File: config.mk
export PLATFORM = sky130hd
export DESIGN_NAME = tt_matrix_seq
export DESIGN_NICKNAME = d
export VERILOG_FILES = /design/src/rtl/tt_matrix_seq.sv
export SDC_FILE = /design/constraint.sdc
export NUM_CORES = 1
export LEC_CHECK = 0
export CAP_MARGIN = 20
export CORE_MARGIN = 2
export CORE_UTILIZATION = 40
export CTS_CLUSTER_DIAMETER = 80
export DETAILED_ROUTE_END_ITERATION = 8
export PLACE_DENSITY = 0.7
export SETUP_SLACK_MARGIN = 0.4
export SYNTH_ARGS = -nofsm -noshare
export SYNTH_HDL_FRONTEND = slang
export SYNTH_SLANG_ARGS = --single-unit
File: constraint.sdc
create_clock -name i_clk -period 1.9 [get_ports i_clk]
set_input_delay 0.38 -clock i_clk [delete_from_list [all_inputs] [get_ports i_clk]]
set_output_delay 0.38 -clock i_clk [all_outputs]
set_load 0.03 [all_outputs]
File: src/rtl/tt_matrix_seq.sv
// Matrix-unit instruction sequencer: decodes OPACC/CIN/COUT, reads the VRF, strobes the
// outer-product accumulator and returns COUT results to the load queue.
module tt_matrix_seq #(
  parameter int unsigned LQ_DEPTH_LOG2 = 3,
  parameter int unsigned NUM_MREGS     = 2,
  parameter int unsigned OPACC_LAT     = 2,
  localparam int unsigned MW = (NUM_MREGS > 1) ? $clog2(NUM_MREGS) : 1
) (
  input  logic                     i_clk,
  input  logic                     i_reset_n,
  input  logic                     i_inst_vld,
  input  logic [31:0]              i_inst,
  input  logic [LQ_DEPTH_LOG2-1:0] i_lqid,
  output logic                     o_inst_rdy,
  input  logic                     i_lq_rdy,
  input  logic                     i_flush,
  output logic                     o_vrf_rd_vld,
  output logic [14:0]              o_vrf_rdaddr,
  output logic                     o_ab_valid,
  output logic                     o_ci_valid,
  output logic                     o_co_rd,
  output logic [MW-1:0]            o_mreg_addr,
  output logic                     o_lqvld,
  output logic [LQ_DEPTH_LOG2-1:0] o_lqid,
  output logic                     o_lqexc,
  output logic                     o_busy
);

  localparam int unsigned SBW        = $clog2(OPACC_LAT + 1);
  localparam int unsigned CW         = 3;
  localparam logic [6:0]  OPC_MATRIX = 7'h0B;

  typedef enum logic [2:0] {S_IDLE, S_DISPATCH, S_EXEC, S_DRAIN, S_EXC} state_t;
  typedef enum logic [1:0] {OP_OPACC, OP_CIN, OP_COUT} op_t;

  state_t                   state_q;
  op_t                      op_q;
  logic [MW-1:0]            mreg_q;
  logic [14:0]              addr_q;
  logic [LQ_DEPTH_LOG2-1:0] lqid_q;
  logic [CW-1:0]            cnt_q;
  logic [SBW-1:0]           sb_q   [NUM_MREGS];
  logic [SBW-1:0]           sb_nxt [NUM_MREGS];
  logic                     sb_busy_nxt;

  logic [2:0]    f3_c;
  logic [MW-1:0] mreg_c;
  logic          illegal_c;
  op_t           dec_op_c;
  logic          unused_inst_c;

  assign f3_c          = i_inst[14:12];
  assign mreg_c        = i_inst[25 +: MW];
  assign unused_inst_c = ^i_inst[31:25+MW];

  // Decode of the offered instruction
  always_comb begin
    dec_op_c = OP_OPACC;
    if (f3_c == 3'd1)      dec_op_c = OP_CIN;
    else if (f3_c == 3'd2) dec_op_c = OP_COUT;
    illegal_c = (i_inst[6:0] != OPC_MATRIX) || (f3_c > 3'd2) || (32'(mreg_c) >= NUM_MREGS);
  end

  // Per-mreg hazard counters: reload on accumulate/move-in, count down otherwise
  always_comb begin
    sb_busy_nxt = 1'b0;
    for (int m = 0; m < NUM_MREGS; m++) begin
      sb_nxt[m] = (sb_q[m] != '0) ? sb_q[m] - SBW'(1) : '0;
      if (state_q == S_EXEC && op_q != OP_COUT && MW'(m) == mreg_q)
        sb_nxt[m] = SBW'(OPACC_LAT);
      sb_busy_nxt = sb_busy_nxt | (sb_nxt[m] != '0);
    end
  end

  // Sequencer FSM with registered strobes
  always_ff @(posedge i_clk) begin
    if (!i_reset_n) begin
      state_q      <= S_IDLE;
      op_q         <= OP_OPACC;
      mreg_q       <= '0;
      addr_q       <= '0;
      lqid_q       <= '0;
      cnt_q        <= '0;
      for (int m = 0; m < NUM_MREGS; m++) sb_q[m] <= '0;
      o_inst_rdy   <= 1'b1;
      o_vrf_rd_vld <= 1'b0;
      o_vrf_rdaddr <= '0;
      o_ab_valid   <= 1'b0;
      o_ci_valid   <= 1'b0;
      o_co_rd      <= 1'b0;
      o_mreg_addr  <= '0;
      o_lqvld      <= 1'b0;
      o_lqid       <= '0;
      o_lqexc      <= 1'b0;
      o_busy       <= 1'b0;
    end else begin
      sb_q         <= sb_nxt;
      o_vrf_rd_vld <= 1'b0;
      o_ab_valid   <= 1'b0;
      o_ci_valid   <= 1'b0;
      o_co_rd      <= 1'b0;
      o_lqvld      <= 1'b0;
      o_lqexc      <= 1'b0;
      o_inst_rdy   <= 1'b0;
      o_busy       <= sb_busy_nxt;
      case (state_q)
        S_IDLE: begin
          o_inst_rdy <= 1'b1;
          if (i_inst_vld) begin
            op_q       <= dec_op_c;
            mreg_q     <= mreg_c;
            addr_q     <= {i_inst[19:15], i_inst[24:20], i_inst[11:7]};
            lqid_q     <= i_lqid;
            o_inst_rdy <= 1'b0;
            o_busy     <= 1'b1;
            state_q    <= illegal_c ? S_EXC : S_DISPATCH;
          end
        end
        S_DISPATCH: begin
          if (i_flush) begin
            state_q    <= S_IDLE;
            o_inst_rdy <= 1'b1;
          end else if (op_q != OP_COUT || (sb_q[mreg_q] == '0 && i_lq_rdy)) begin
            o_vrf_rd_vld <= 1'b1;
            o_vrf_rdaddr <= addr_q;
            o_busy       <= 1'b1;
            state_q      <= S_EXEC;
          end else begin
            o_busy <= 1'b1;
          end
        end
        S_EXEC: begin
          o_mreg_addr <= mreg_q;
          case (op_q)
            OP_OPACC: begin
              o_ab_valid <= 1'b1;
              o_inst_rdy <= 1'b1;
              state_q    <= S_IDLE;
            end
            OP_CIN: begin
              o_ci_valid <= 1'b1;
              o_inst_rdy <= 1'b1;
              state_q    <= S_IDLE;
            end
            default: begin
              o_co_rd <= 1'b1;
              cnt_q   <= CW'(OPACC_LAT - 1);
              o_busy  <= 1'b1;
              state_q <= S_DRAIN;
            end
          endcase
        end
        S_DRAIN: begin
          if (cnt_q == '0) begin
            o_lqvld    <= 1'b1;
            o_lqid     <= lqid_q;
            o_inst_rdy <= 1'b1;
            state_q    <= S_IDLE;
          end else begin
            cnt_q  <= cnt_q - CW'(1);
            o_busy <= 1'b1;
          end
        end
        S_EXC: begin
          o_lqvld    <= 1'b1;
          o_lqexc    <= 1'b1;
          o_lqid     <= lqid_q;
          o_inst_rdy <= 1'b1;
          state_q    <= S_IDLE;
        end
        default: begin
          o_inst_rdy <= 1'b1;
          state_q    <= S_IDLE;
        end
      endcase
    end
  end

endmodule

==> impl.org <==
** Floorplan
- The initial utilization of the core area, before any placement, comes to 42.2%.
- Placeable core area :: 5200 sq um
- The floorplan has 26 rows.
- Die extent in y :: 78.1 microns
- Die span in x :: 78.1 microns
- The floorplan step defined a die boundary enclosing 6100 sq um.
- Number of top-level design ports :: 67

** Global route
- The via count of the first global-routing pass is around 1900.
- Global route overflow :: 0
- Global-route wire length before repair :: approximately 8.6 mm
- Largest net degree at the start of global routing :: 23
- The initial antenna violation count is 0.
- Global routing consumed, over all layers together, 18.2% of the routing resources.

** STA
- RSZ-0062 raised after global routing :: true
- The number of hold-slack violations in the final timing report was 0.
- Slew Limit Fails :: 0
- At the pin with the least slew margin, the transition time is 0.416 ns.
- Timing would allow up to 0.664 GHz.
- Setup violations remaining at the end of the flow were counted as 0.
- Final clock period utilization by the worst path :: 79.3%
- Final Critical Period :: 1.51 ns
- Clock tree skew after final layout :: 0.00701 ns
- Slew Limit Headroom :: 71.9%
- Hold is met by about 0.45 ns.

** Logic synthesis
- Most instantiated library cell after synthesis :: sky130_fd_sc_hd__nand2_1
- The cell area that synthesis handed to floorplanning was 2200 sq um.
- Synthesized netlist net count :: 296
- Number of distinct library cell variants in the gate-level netlist after synthesis :: 43
- Count of synthesis-stage warnings from yosys :: 0
- Yosys mapped a number of flops with a built-in enable equal to 0.
- Cell accounting for the most synthesized area :: sky130_fd_sc_hd__dfxtp_1
- A synthesized cell averages roughly 8.7 sq um.
- Largest cells by area after synthesis :: sky130_fd_sc_hd__dfxtp_1, sky130_fd_sc_hd__nand2_1, sky130_fd_sc_hd__a21oi_1
- Dominant register cell in the synthesized netlist :: sky130_fd_sc_hd__dfxtp_1
- Top cell type's share of synthesized area :: 52.8%
- Summing the sequential cell areas from Yosys gives 52.8% of the chip area.
- After technology mapping, the gate count stands at 254.
- Counting flops and latches in the post-synthesis netlist gives 58.
- After synthesis, the share of flip-flops with an asynchronous set or reset is 0%.
- Sorting the synthesized cells by how often they occur yields sky130_fd_sc_hd__nand2_1, sky130_fd_sc_hd__dfxtp_1, sky130_fd_sc_hd__a21oi_1, sky130_fd_sc_hd__nand3_1, sky130_fd_sc_hd__o21ai_0.

** Layout
- The area growth from synthesis to layout is 54.6%.
- Fraction of layout cells with a size suffix above 1 :: 21.4%
- Antenna Cells :: 0
- Filler cell count :: 447
- Area occupied by multi-input gates :: 1090 sq um
- The finished cells cover 3400 sq um.
- Cells fill 65.3% of the core in the end.
- The finished layout holds between 400 and 500 standard cells, fillers aside.
- Summing all flip-flop and latch instances after layout gives 1170 sq um.
- The final layout contains 378 nets.

** Setup path
- Cell with the largest stage delay on the worst path :: sky130_fd_sc_hd__or4b_4
- STA classifies the critical path endpoint as a flip-flop.
- Critical path startpoint category :: flip-flop
- Top cell family by delay on the critical path :: simple AND/OR/NAND/NOR gates
- Crit-path cells :: buf_4, nor3_4, nand2_1, or4b_4, a21oi_2
- CP Buf/Inv Count :: 1
- STA puts the critical path data required time at 2.18 ns.
- Startpoint-to-endpoint class of the critical path :: flip-flop to flip-flop
- In this design, the stage delay of the slowest critical-path cell is 0.49 ns.
- In this run the worst path has a maximum fanout of 3.
- For the worst setup path, the data arrival time is about 1.8 ns.

** Drt
- The count of nets left with antenna violations once routing finished came out at 0.
- After detailed routing, the number of vias per cell comes to about 4.9.
- Via total after detailed routing :: around 2000
- Number of remaining DRC errors :: 0
- For this run, the detailed router's first-pass iteration total came to 4.
- Wire length reported by the detailed router :: 5.42 mm
- In the final routed layout, each cell accounts on average for 13.2 microns.
- In this run, the number of DRC markers left after iteration 0 of detailed routing was 79.

** Placed design
- In this run the cell area measured after placement is just under 3000 sq um.
- Placed cell count :: 385
- At the end of routability-driven placement, the weighted congestion stood at 0.730.
- The HPWL after detailed placement is approximately 3.4 mm.
- Quantity of I/O buffers inserted on ports :: 60

** Clock tree
- Clock latency at the later pin of the worst-skew pair :: 0.34 ns
- The clock drives between 50 and 60 sinks.
- Buffers from clock root to sink, at most :: 2
- Number of buffers inserted during clock tree synthesis :: 9
- Level count of the clock H-tree :: 3
- After clock tree synthesis, the clock-pin slew on the worst setup and hold paths is 0.07 ns.
- CTS tree :: done
- Cell at the root of the clock tree :: sky130_fd_sc_hd__clkbuf_8
- Post-CTS Hold Buffers :: 0

** Outcome
- Result of the run :: finished, final reports clean

** Pwr
- P_leak :: 0.00137 uW
- Areal power density over the cells :: just over 800 nW/um^2
- After layout, the design draws a total of 2780 uW.
- The worst-case IR drop observed on VDD is 0.483 mV.

** Run
- Max cap viols :: 0

** Hold path
- Hold/Removal Path Class :: flip-flop to flip-flop
## report_power, final
| part | internal, uW | switching [uW] | total, uW |
|---|---|---|---|
| combinational | 123 | 114 | 237 |
| clock | 748 | 531 | 1280 |
| sequential | 1240 | 16.2 | 1260 |
| total | 2120 | 661 | 2780 |
## cells by family after synthesis
family | count (synthesis) | share of synthesized area, %
xor gates and xnor gates | 1 | 0.399
AOI/OAI and AO/OA | 52 | 13.8
muxes | 5 | 2.33
and+or+nand+nor | 116 | 25.6
adders and majority gates | 2 | 1.14
buffers and inverters | 20 | 3.87
DFF | 58 | 52.8
## layer usage
| metal | GRT usage, % | share of wire, % | vias up |
|---|---|---|---|
| li1 | - | - | 1043 |
| met1 | 22.6 | 44 | 922 |
| met2 | 29.1 | 50 | 42 |
| met4 | 10.0 | 1.8 | 0 |
| met5 | 0 | 0 | - |
| met3 | 4.25 | 3.5 | 7 |
## path summary, 6_finish.rpt
path	from	end	slack, ns	depth (start not counted)
max reg2reg	state_q[2]	op_q[1]	0.39	5
min reg2reg	sb_q[0]	sb_q[0]	0.45	1
min	sb_q[0]	sb_q[0]	0.45	1
max	state_q[2]	op_q[1]	0.39	5
## cells in the final DEF (no fill, tap or decap), types with 3 or more instances in the layout
master,n
sky130_fd_sc_hd__clkbuf_8,9
sky130_fd_sc_hd__a21oi_1,21
sky130_fd_sc_hd__dfxtp_1,53
sky130_fd_sc_hd__dlygate4sd2_1,22
sky130_fd_sc_hd__o21ai_1,4
sky130_fd_sc_hd__nand2_1,61
sky130_fd_sc_hd__clkdlybuf4s50_1,31
sky130_fd_sc_hd__o21ai_0,9
sky130_fd_sc_hd__nor3_1,3
sky130_fd_sc_hd__clkdlybuf4s15_1,6
sky130_fd_sc_hd__dfxtp_4,3
sky130_fd_sc_hd__mux2i_1,4
sky130_fd_sc_hd__a211oi_1,4
sky130_fd_sc_hd__nand3_1,16
sky130_fd_sc_hd__nor2_1,10
sky130_fd_sc_hd__buf_4,22
sky130_fd_sc_hd__buf_6,5
## flip-flops by register name (all words and copies together), names as in the netlist
register and count:
o_lqid 3, mreg_q 1, o_ab_valid 1, o_vrf_rdaddr 15
o_ci_valid 1, o_lqexc 1, o_inst_rdy 1, o_busy 1
cnt_q 3, o_vrf_rd_vld 1, lqid_q 3, addr_q 15
op_q 2, o_mreg_addr 1, sb_q 4, o_co_rd 1
o_lqvld 1, state_q 3
## metrics by stage
stage                     worst slack, ns  setup TNS [ns]
final                               0.394               0
after global routing                0.317               0
after CTS                           0.379               0
after detailed placement           -0.155          -0.196
after global placement             -0.136          -0.161
after floorplan                     0.273               0
## layout make-up
class | instances | share of cell area [%]
Clock buffer | 9 | 3.65
Clock inverter | 7 | 2.98
Inverter | 3 | 0.331
Multi-Input combinational cell | 176 | 32.0
Sequential cell | 58 | 34.6
Tap cell | 70 | 2.58
Timing Repair Buffer | 88 | 23.8
## timing repair
item | 4_1_cts | 5_1_grt
endpoints found under the setup margin | 47 | 35
cloned | 1 | 0
pin swaps | 4 | 7
resized for setup | 42 | 41
setup buffers | 3 | 6
Note: power is estimated with default switching activity, not from simulation.
